<file path="src/rtl/tick_rate_gen.sv">
// Purpose: divides CLOCK_50 into a one-cycle TICK strobe at a switch-selected rate, with debounced pause/step keys.
// Latency: TICK every BASE_PERIOD>>RATE_Q cycles; key actions land DEBOUNCE_CYCLES+3..+4 cycles after a clean key fall.
// Backpressure: none; TICK is a free strobe and consumers must sample it on the cycle it is high.

module tick_key_debounce #(
  parameter int CYCLES = 1000000
) (
  input  logic clk,
  input  logic rst_n,
  input  logic key_n,
  output logic press
);

  localparam int DB_W = $clog2(CYCLES + 1);
  localparam logic [DB_W-1:0] DB_LAST = DB_W'(CYCLES - 1);

  logic            key_meta;
  logic            key_sync;
  logic            stable;
  logic [DB_W-1:0] db_cnt;

  // Two-flop synchroniser; reset to the released level so reset never looks like a press.
  always_ff @(posedge clk or negedge rst_n) begin
    if (!rst_n) begin
      key_meta <= 1'b1;
      key_sync <= 1'b1;
    end else begin
      key_meta <= key_n;
      key_sync <= key_meta;
    end
  end

  // Accept a new level only after it has differed from the stable state for CYCLES cycles; pulse on stable falls only.
  always_ff @(posedge clk or negedge rst_n) begin
    if (!rst_n) begin
      stable <= 1'b1;
      db_cnt <= '0;
      press  <= 1'b0;
    end else begin
      press <= 1'b0;
      if (key_sync == stable) begin
        db_cnt <= '0;
      end else if (db_cnt == DB_LAST) begin
        stable <= key_sync;
        db_cnt <= '0;
        press  <= stable;
      end else begin
        db_cnt <= db_cnt + 1'b1;
      end
    end
  end

endmodule

module tick_rate_gen #(
  parameter int BASE_PERIOD     = 50000000,
  parameter int DEBOUNCE_CYCLES = 1000000,
  parameter int CNT_W           = 26
) (
  input  logic       CLOCK_50,
  input  logic       RESET_N,
  input  logic [1:0] SW_RATE,
  input  logic       KEY_PAUSE_N,
  input  logic       KEY_STEP_N,
  output logic       TICK,
  output logic       PAUSED,
  output logic [1:0] RATE_Q
);

  logic [1:0]       sw_meta;
  logic [1:0]       sw_sync;
  logic             pause_press;
  logic             step_press;
  logic [CNT_W-1:0] period_cnt;
  logic [CNT_W-1:0] period_last;

  // Rate switches are asynchronous; resynchronise before they can be loaded into RATE_Q.
  always_ff @(posedge CLOCK_50 or negedge RESET_N) begin
    if (!RESET_N) begin
      sw_meta <= 2'b00;
      sw_sync <= 2'b00;
    end else begin
      sw_meta <= SW_RATE;
      sw_sync <= sw_meta;
    end
  end

  tick_key_debounce #(.CYCLES(DEBOUNCE_CYCLES)) u_pause_db (
    .clk   (CLOCK_50),
    .rst_n (RESET_N),
    .key_n (KEY_PAUSE_N),
    .press (pause_press)
  );

  tick_key_debounce #(.CYCLES(DEBOUNCE_CYCLES)) u_step_db (
    .clk   (CLOCK_50),
    .rst_n (RESET_N),
    .key_n (KEY_STEP_N),
    .press (step_press)
  );

  // Terminal count for the rate currently in effect (period minus one).
  always_comb begin
    period_last = CNT_W'(BASE_PERIOD >> RATE_Q) - 1'b1;
  end

  // Period counter and pause control; a pause toggle outranks a step, and rate only changes at a tick or on resume.
  always_ff @(posedge CLOCK_50 or negedge RESET_N) begin
    if (!RESET_N) begin
      period_cnt <= '0;
      TICK       <= 1'b0;
      PAUSED     <= 1'b0;
      RATE_Q     <= 2'b00;
    end else if (pause_press) begin
      PAUSED     <= ~PAUSED;
      period_cnt <= '0;
      TICK       <= 1'b0;
      if (PAUSED) begin
        RATE_Q <= sw_sync;
      end
    end else if (PAUSED) begin
      TICK <= step_press;
    end else if (period_cnt == period_last) begin
      TICK       <= 1'b1;
      period_cnt <= '0;
      RATE_Q     <= sw_sync;
    end else begin
      TICK       <= 1'b0;
      period_cnt <= period_cnt + 1'b1;
    end
  end

endmodule
</file>
<file path="config.mk">
export PLATFORM = sky130hd
export DESIGN_NAME = tick_rate_gen
export DESIGN_NICKNAME = d
export VERILOG_FILES = /design/src/rtl/tick_rate_gen.sv
export SDC_FILE = /design/constraint.sdc
export NUM_CORES = 1
export LEC_CHECK = 0
export ABC_AREA = 1
export CAP_MARGIN = 20
export CORE_ASPECT_RATIO = 0.5
export CORE_MARGIN = 2
export CORE_UTILIZATION = 30
export CTS_CLUSTER_SIZE = 25
export DETAILED_ROUTE_END_ITERATION = 8
export PLACE_DENSITY = 0.48
export SETUP_SLACK_MARGIN = 0.15
export SLEW_MARGIN = 5
export SYNTH_ARGS = -nofsm -noshare
export SYNTH_HDL_FRONTEND = slang
export SYNTH_SLANG_ARGS = --single-unit
</file>
<file path="constraint.sdc">
create_clock -name CLOCK_50 -period 3.6 [get_ports CLOCK_50]
set_clock_uncertainty 0.1 [all_clocks]
set_input_delay 0.72 -clock CLOCK_50 [delete_from_list [all_inputs] [get_ports CLOCK_50]]
set_output_delay 0.72 -clock CLOCK_50 [all_outputs]
set_load 0.02 [all_outputs]
</file>
==> flow_summary.yaml, run 1 <==
status:
  status: "finished, final reports clean"
global_routing:
  grt_max_degree: 49
  antenna_found_initial: 0
  grtUsageTotal: 0.147
  grt_overflow: 0
  grt_pass1_vias: 3989
  grt_pass1_wl_um: 19800
setup_path:
  worst_path_max_delay_cell: "dfrtp_1"
  critPathMaxFanout: 14
  startpoint_type: "register"
  r2r_setup_slack_ns: 1.07
  crit_required_ns: 3.71
  setup.worst_path.end_class: "register"
  crit_buf_inv: 0
  critPathKind: "reg -> reg"
  crit-reg2reg-launch: "RATE_Q[0]"
  cp.arrival_ns: 2.63
  max_stage_delay_ns: 0.62
  path_common_cell: "nor2_1"
  rr_worst_depth: 11
  path_cells: "nand2_1 > ha_1 > nor2_1 > nor2_1 > nand2_1 > nor2_1 > nand2_1 > nor2_1 > nand2_2 > nand2_2 > o22ai_1"
  path_delay_family: "simple AND/OR/NAND/NOR gates"
  rr_endpoint: "period_cnt[6]"
logic_synthesis:
  synth.top_cell.area_share: 0.406
  synthTopCellsByCount: "nand2_1 (179), nor2_1 (104), inv_1 (77), dfrtp_1 (76), nand3_1 (42)"
  yosys.cell_types.count: 35
  synthTopCellsByArea: "dfrtp_1 (41%), nand2_1 (14%), nor2_1 (8.3%), inv_1 (6.2%), nand3_1 (4.5%)"
  netlist_area_mm2: 0.00468
  yosysSeqAreaShare: 0.440
  yosysWarnings: 0
  yosysMostFrequentCell: "nand2_1"
  synthArstFlopShare: 1.00
  yosysTopAreaCell: "dfrtp_1"
  synth_fp_nets: 664
  synth_top_flop_cell: "dfrtp_1"
  synth-seq-cells: 82
  postSynthAreaPerCell_um2: 7.17
  synth_edf_count: 0
  synthesis.instances: 653
timing:
  period_needed_ns: 2.53
  hold_viol_final: 0
  timing.fmax_mhz: 396
  rsz0062_at_grt: "false"
  worst_slack_ns: 1.07
  maxSlewViolCount: 0
  slew_headroom: 0.591
  finalSetupViolations: 0
  finalCritPeriodShare: 0.702
  tightest_slew_ns: 0.613
  setup-tns-final_ns: 0
  hold_ws_ns: 0.223
drt:
  vias: 4170
  post-route-drc-count: 0
  viasPerCell: 4.77
  wl_per_cell_um: 13.4
  ant_nets: 0
  first_iter_violations: 371
  firstDrtPassIters: 5
  routed_wl_um: 11700
layout:
  fin_cells: 875
  final_util: 0.345
  diodes: 0
  drive_gt1_frac: 0.0522
  fin_nets: 677
  syn_to_final_growth_pct: 13.1
placed_design:
  dp_hpwl_um: 8570
  gp_congestion: 0.898
  portBuffers: 9
  place_ws_ns: 1.08
  placed_cells: 859
die:
  fp.dieArea_mm2: 0.0167
  die_height_um: 92.3
  io_pins: 10
  coreArea_mm2: 0.0153
  start_util: 0.305
  die_w_um: 181
  placementRows: 32
run:
  maxCapViolCount: 0
clock_network:
  cts_tree: "yes"
  cts_hold_buf: 0
  clock_path_buffers: 2
  numCtsBuffers: 9
  post_cts_buffers: 0
  clkSinkCount: 82
  clk_latency_ns: 0.35
  cts_max_level: 3
  clock-root-buffer: "clkbuf_16"
  path_clk_slew_ns: 0.07
  cts_resized: 0
power:
  powerDensity_mw_per_mm2: 356
  worst_ir_drop_vdd_uv: 203
  p_leak_nw: 2.27
hold_path:
  hold_path.class: "in -> async"
## worst max-delay path by stage
stage                   start             end  slack [ns]  cells after the start
floorplan           RATE_Q[1]  period_cnt[10]        1.48                     13
CTS                 RATE_Q[0]   period_cnt[6]        1.07                     11
detailed placement  RATE_Q[0]   period_cnt[6]        1.08                     11
finish              RATE_Q[0]   period_cnt[6]        1.07                     11
global route        RATE_Q[0]   period_cnt[5]        0.77                     11
global placement    RATE_Q[0]  period_cnt[10]        1.16                     11
## final cells by class
| type | count | area [um2] |
|---|---|---|
| Clock inverter | 3 | 23.8 |
| Inverter | 81 | 304 |
| Timing Repair Buffer | 12 | 123 |
| Clock buffer | 13 | 260 |
| Multi-Input combinational cell | 480 | 2270 |
| Sequential cell | 82 | 2060 |
| Fill cell | 1605 | 10000 |
| Tap cell | 204 | 255 |
## per-layer routing
metal	vias up	GRT usage	part of all wire
li1	2122	-	-
met3	22	0.0291	0.045
met4	0	0.0470	0.016
met1	1944	0.199	0.50
met2	82	0.237	0.44
met5	-	0	0
## worst reg2reg max path: stages, from the launching register on
cell     delay, ns
dfrtp_1       0.62
nand2_1       0.24
ha_1          0.38
nor2_1        0.06
nor2_1        0.11
nand2_1       0.06
nor2_1        0.09
nand2_1       0.05
nor2_1        0.11
nand2_2       0.16
nand2_2       0.28
o22ai_1       0.13
## placed cells by master (no fill, tap or decap), drive strengths merged
cell           instances
nand4                 18
a31oi                  1
a211oi                 2
and3                   2
clkinv                 1
o31ai                  1
o21ai                 23
inv                   81
nor3                  28
buf                    4
o21bai                 2
clkdlybuf4s50          8
dfrtp                 76
o22ai                 12
ha                     5
clkbuf                13
clkinvlp               2
nor3b                  1
nor2                 107
or2                    3
nand3                 42
a21oi                 19
xor2                  22
xnor2                  2
dfstp                  6
nand3b                 2
nand2                181
a32o                   1
nor4                   5
o21a                   1
## state kept, by name, summed over array words and instances, names as in the netlist
register             count
period_cnt              26
u_pause_db.db_cnt       20
u_step_db.db_cnt        20
RATE_Q                   2
sw_meta                  2
sw_sync                  2
PAUSED                   1
TICK                     1
u_pause_db.key_meta      1
u_pause_db.key_sync      1
u_pause_db.press         1
u_pause_db.stable        1
u_step_db.key_meta       1
u_step_db.key_sync       1
u_step_db.press          1
u_step_db.stable         1
## per-stage QoR
| step | total power, W | area, um2 |
|---|---|---|
| floorplan | 0.000971 | 4680 |
| global placement | 0.00100 | 5010 |
| detailed placement | 0.00100 | 5010 |
| CTS | 0.00192 | 5290 |
| global route | 0.00196 | 5290 |
| finish | 0.00189 | 5290 |
## where the power goes
| part | total, W | internal (W) | switching, W |
|---|---|---|---|
| combinational | 0.0000456 | 0.0000130 | 0.0000326 |
| sequential | 0.000938 | 0.000933 | 0.00000526 |
| clock | 0.000901 | 0.000509 | 0.000393 |
| total | 0.00189 | 0.00145 | 0.000431 |
## cells by family (layout without fill, tap and decap cells)
logic type | Yosys count | after routing | synth area share
AO/OA/AOI/OAI | 62 | 62 | 0.0741
flip-flops | 82 | 82 | 0.440
buffers and inverters | 91 | 109 | 0.0757
adder cells (fa/ha/maj) | 5 | 5 | 0.0134
XOR/XNOR | 24 | 24 | 0.0449
AND/OR/NAND/NOR | 389 | 389 | 0.352
Note: power is estimated with default switching activity, not from simulation.
==> inputs of run 2 (changes only) <==
--- a/config.mk
+++ b/config.mk
@@ -12,7 +12,7 @@
 export CORE_UTILIZATION = 30
 export CTS_CLUSTER_SIZE = 25
 export DETAILED_ROUTE_END_ITERATION = 8
-export PLACE_DENSITY = 0.48
+export PLACE_DENSITY = 0.5
 export SETUP_SLACK_MARGIN = 0.15
 export SLEW_MARGIN = 5
 export SYNTH_ARGS = -nofsm -noshare
==> constraint.sdc (replaced) <==
create_clock -name CLOCK_50 -period 2.14 [get_ports CLOCK_50]
set_clock_uncertainty 0.1 [all_clocks]
set_input_delay 0.428 -clock CLOCK_50 [delete_from_list [all_inputs] [get_ports CLOCK_50]]
set_output_delay 0.428 -clock CLOCK_50 [all_outputs]
set_load 0.02 [all_outputs]
==> flow_summary.yaml, run 2 (synthesized netlist as in run 1, its figures left out) <==
status:
  status: "finished, final reports clean"
setup_path:
  crit_end: "RATE_Q[0]"
  cp.arrival_ns: 1.48
  cp-startpoint: "RATE_Q[0]"
  crit-reg2reg-launch: "RATE_Q[0]"
  setup.worst_path.end_class: "output pin"
  critPathKind: "reg -> out"
  startpoint_type: "register"
  rr_endpoint: "period_cnt[15]"
  r2r_setup_slack_ns: 0.23
  critPathMaxFanout: 5
  crit_required_ns: 1.61
  rr_worst_depth: 12
die:
  placementRows: 32
  die_w_um: 181
  io_pins: 10
  die_height_um: 92.3
  start_util: 0.305
  fp.dieArea_mm2: 0.0167
  coreArea_mm2: 0.0153
timing:
  setup-tns-final_ns: 0
  finalSetupViolations: 0
  finalCritPeriodShare: 0.937
  timing.fmax_mhz: 499
  slew_headroom: 0.713
  rsz0062_at_grt: "true"
  period_needed_ns: 2.00
  maxSlewViolCount: 0
  hold_viol_final: 0
  tightest_slew_ns: 0.431
drt:
  post-route-drc-count: 0
  wl_per_cell_um: 13.1
  viasPerCell: 4.73
  firstDrtPassIters: 5
  vias: 4255
  first_iter_violations: 294
  ant_nets: 0
  routed_wl_um: 11700
run:
  maxCapViolCount: 0
layout:
  multi_input_area_mm2: 0.00245
  diodes: 0
  top_register: "period_cnt"
  nFillCells: 1599
  final_common_cell: "nand2_1"
  final_cell_mix: "nand2_1 (171), nor2_1 (90), inv_1 (77), dfrtp_1 (73), nand3_1 (39)"
  syn_to_final_growth_pct: 20.9
  largest_reg_flops: 26
  regArea_mm2: 0.00206
  top_regs: "period_cnt: 26 flops, u_pause_db.db_cnt: 20 flops, u_step_db.db_cnt: 20 flops"
  drive_gt1_frac: 0.138
  fin_nets: 701
global_routing:
  antenna_found_initial: 0
  grt_overflow: 0
  grt_max_degree: 37
  grtUsageTotal: 0.151
  grt_pass1_vias: 4082
  grt_pass1_wl_um: 20300
clock_network:
  cts_max_level: 3
  clk_latency_ns: 0.35
  cts_tree: "yes"
  numCtsBuffers: 9
  path_clk_slew_ns: 0.06
  clock_path_buffers: 2
  clock-root-buffer: "clkbuf_16"
  clkSinkCount: 82
placed_design:
  dp_hpwl_um: 8790
  portBuffers: 9
  gp_congestion: 0.868
power:
  worst_ir_drop_vdd_uv: 344
  powerDensity_mw_per_mm2: 559
  finalPower_w: 0.00316
  p_leak_nw: 2.43
hold_path:
  hold_start: "sw_meta[0]"
  hold_path.class: "reg -> reg"
==> run 2: stage by stage <==
step / std cells / util / setup slack, ns / hold slack, ns / cell area [um2]
5_1_grt: 899 / 0.369 / 0.0849 / 0.267 / 5660
3_5_place_dp: 878 / 0.336 / 0.0592 / 0.235 / 5150
3_3_place_gp: 878 / 0.336 / 0.0549 / 0.232 / 5150
2_1_floorplan: 653 / - / 0.151 / 0.0324 / 4690
6_report: 899 / 0.369 / 0.136 / 0.251 / 5660
4_1_cts: 895 / 0.356 / 0.150 / 0.251 / 5460
==> run 2: repair_timing <==
action / in CTS / in global routing
hold buffers: 1 / 0
resized for setup: 3 / 43
hold endpoints to repair: 28 / 0
pin swaps: 0 / 8
cloned: 0 / 1
endpoints found under the setup margin: 23 / 41
setup buffers: 0 / 3
==> run 2: cell type report <==
cell class | instances | area share
multi-input cells | 481 | 0.433
flip-flops and latches | 82 | 0.365
inverters | 81 | 0.0537
repair buffers | 35 | 0.0531
well taps | 204 | 0.0451
clock buffers | 9 | 0.0398
clock inverters | 7 | 0.0106
==> run 2: layer usage <==
layer | track usage | vias to the layer above | part of all wire
met1 | 0.205 | 1988 | 0.50
li1 | - | 2183 | -
met2 | 0.246 | 66 | 0.45
met4 | 0.0517 | 0 | 0.018
met5 | 0 | - | 0
met3 | 0.0260 | 18 | 0.032
==> run 2: how the worst min path moves through the flow <==
stage	slack, ns	cells after the start	end
finish	0.25	0	sw_sync[0]
global route	0.27	0	u_step_db.key_sync
CTS	0.25	0	sw_sync[0]
detailed placement	0.23	0	sw_sync[0]
global placement	0.23	0	sw_sync[0]
floorplan	0.03	0	PAUSED
==> run 2: worst max-delay path: stages (launching register included) <==
cell	delay, ns
dfrtp_2	0.40
buf_4	0.12
clkdlybuf4s50_1	0.62
==> run 2: power breakdown <==
group | internal, W | switching (W) | leakage, nW
registers | 0.00157 | 0.00000934 | 1.09
clock network | 0.000809 | 0.000690 | 0.143
logic | 0.0000282 | 0.0000573 | 1.20
==> inputs of run 3 (changes only) <==
--- a/config.mk
+++ b/config.mk
@@ -12,7 +12,7 @@
 export CORE_UTILIZATION = 30
 export CTS_CLUSTER_SIZE = 25
 export DETAILED_ROUTE_END_ITERATION = 8
-export PLACE_DENSITY = 0.5
+export PLACE_DENSITY = 0.48
 export SETUP_SLACK_MARGIN = 0.15
 export SLEW_MARGIN = 5
 export SYNTH_ARGS = -nofsm -noshare
==> constraint.sdc (replaced) <==
create_clock -name CLOCK_50 -period 1.9 [get_ports CLOCK_50]
set_clock_uncertainty 0.1 [all_clocks]
set_input_delay 0.38 -clock CLOCK_50 [delete_from_list [all_inputs] [get_ports CLOCK_50]]
set_output_delay 0.38 -clock CLOCK_50 [all_outputs]
set_load 0.02 [all_outputs]
==> flow_summary.yaml, run 3 (synthesized netlist as in run 1, its figures left out) <==
layout:
  final_common_cell: "nand2_1"
  top_regs: "period_cnt: 26 flops, u_pause_db.db_cnt: 20 flops, u_step_db.db_cnt: 20 flops"
  syn_to_final_growth_pct: 30.0
  final_cell_mix: "nand2_1 (162), nor2_1 (88), inv_1 (76), dfrtp_1 (73), buf_4 (43)"
  top_register: "period_cnt"
  drive_gt1_frac: 0.214
  largest_reg_flops: 26
  diodes: 0
  fin_nets: 726
  nFillCells: 1577
timing:
  hold_ws_ns: 0.254
  tightest_slew_ns: 0.400
  maxSlewViolCount: 0
  finalSetupViolations: 6
  finalCritPeriodShare: 1.01
  rsz0062_at_grt: "true"
  worst_slack_ns: -0.0194
  hold_viol_final: 0
  period_needed_ns: 1.92
  slew_headroom: 0.733
  timing.fmax_mhz: 521
die:
  die_w_um: 181
  placementRows: 32
  fp.dieArea_mm2: 0.0167
  io_pins: 10
  coreArea_mm2: 0.0153
  start_util: 0.305
  die_height_um: 92.3
power:
  netSwitchingPower_w: 0.000831
  p_sw_frac: 0.227
  combPwrFrac: 0.029
  powerDensity_mw_per_mm2: 603
  pwr-share-clk: 0.485
  p_int_w: 0.00284
  p_leak_nw: 2.65
  seqPwrFrac: 0.486
  worst_ir_drop_vdd_uv: 411
drt:
  wl_met3_um: 477
  firstDrtPassIters: 4
  viasPerCell: 4.71
  routed_wl_um: 12600
  top_layer_used: "met4"
  first_iter_violations: 298
  wl_met1_um: 6040
  ant_nets: 0
  vias: 4354
  met2_wirelength_um: 5990
  wl_per_cell_um: 13.7
  post-route-drc-count: 0
global_routing:
  grt_pass1_vias: 4387
  grt_max_degree: 32
  antenna_found_initial: 0
  grt_overflow: 0
  grtUsageTotal: 0.160
  grt_pass1_wl_um: 21500
setup_path:
  critPathMaxFanout: 5
  critPathKind: "reg -> reg"
  crit_required_ns: 2.02
  startpoint_type: "register"
  path_cells: "inv_4 > nand2_4 > ha_4 > nor2_4 > a21oi_2 > nand2_1 > nor2_1 > nand2_1 > nor2_4 > nand3_4 > nand2_2 > o21ai_1"
  max_stage_delay_ns: 0.44
  setup.worst_path.end_class: "register"
  cp.arrival_ns: 2.04
  worst_path_max_delay_cell: "dfrtp_2"
  crit_buf_inv: 1
  path_delay_family: "simple AND/OR/NAND/NOR gates"
placed_design:
  place_ws_ns: -0.0422
  gp_congestion: 0.857
  portBuffers: 9
  dp_hpwl_um: 9380
clock_network:
  clk_latency_ns: 0.34
  clkSinkCount: 82
  cts_max_level: 3
  numCtsBuffers: 9
  clock_path_buffers: 2
  path_clk_slew_ns: 0.07
  clock-root-buffer: "clkbuf_16"
  cts_tree: "yes"
status:
  status: "finished with violations"
  violations: "setup timing"
run:
  maxCapViolCount: 0
hold_path:
  hold_path.class: "reg -> reg"
[run 3: worst paths after layout]
| kind | start | endpoint | slack (ns) | cells after the start |
|---|---|---|---|---|
| max in group asynchronous | RESET_N | u_step_db.stable | 0.72 | 3 |
| min in group asynchronous | RESET_N | u_pause_db.db_cnt[0] | 0.41 | 2 |
| setup / recovery | RATE_Q[0] | period_cnt[24] | -0.02 | 12 |
| setup reg to reg | RATE_Q[0] | period_cnt[24] | -0.02 | 12 |
| hold / removal | sw_meta[1] | sw_sync[1] | 0.25 | 0 |
| hold reg to reg | sw_meta[1] | sw_sync[1] | 0.25 | 0 |
[run 3: worst register-to-register path, stage by stage, from the launching register on]
cell	delay (ns)
dfrtp_2	0.44
inv_4	0.07
nand2_4	0.05
ha_4	0.28
nor2_4	0.04
a21oi_2	0.09
nand2_1	0.05
nor2_1	0.08
nand2_1	0.10
nor2_4	0.20
nand3_4	0.16
nand2_2	0.10
o21ai_1	0.06
[run 3: final cells by class]
| class | count | area (um2) | area share |
|---|---|---|---|
| well taps | 204 | 255 | 0.0420 |
| clock inverters | 7 | 76.3 | 0.0125 |
| inverters | 81 | 309 | 0.0508 |
| clock buffers | 9 | 225 | 0.0370 |
| multi-input cells | 481 | 2620 | 0.431 |
| repair buffers | 60 | 531 | 0.0872 |
| flip-flops and latches | 82 | 2060 | 0.339 |
[run 3: power by group through the flow]
stage,combinational (W),clock [W],sequential [W]
3_3_place_gp,0.0000995,0,0.00181
6_report,0.000107,0.00178,0.00178
2_1_floorplan,0.0000306,0,0.00181
3_5_place_dp,0.0000996,0,0.00181
5_1_grt,0.000126,0.00192,0.00178
4_1_cts,0.000107,0.00184,0.00178
[run 3: what timing repair did]
action / CTS / global route
cloned: 1 / 0
hold buffers: 1 / 0
hold endpoints to repair: 22 / 0
buffers inserted: 2 / 3
pin swaps: 3 / 19
setup endpoints to repair: 44 / 62
gates resized for setup: 31 / 61
[run 3: through the flow]
stage	power (W)	TNS (ns)	std cells	area (um2)	utilization
2_1_floorplan	0.00184	-0.121	653	4720	-
3_3_place_gp	0.00191	-0.0476	901	5380	0.351
3_5_place_dp	0.00191	-0.252	901	5380	0.351
4_1_cts	0.00373	-0.0852	921	5820	0.380
5_1_grt	0.00382	-2.68	924	6080	0.397
6_report	0.00367	-0.0497	924	6080	0.397
[run 3: metal layers]
layer / vias up / GRT usage
met5: - / 0
met4: 0 / 0.0403
met3: 10 / 0.0236
met2: 71 / 0.276
met1: 2044 / 0.213
li1: 2229 / -
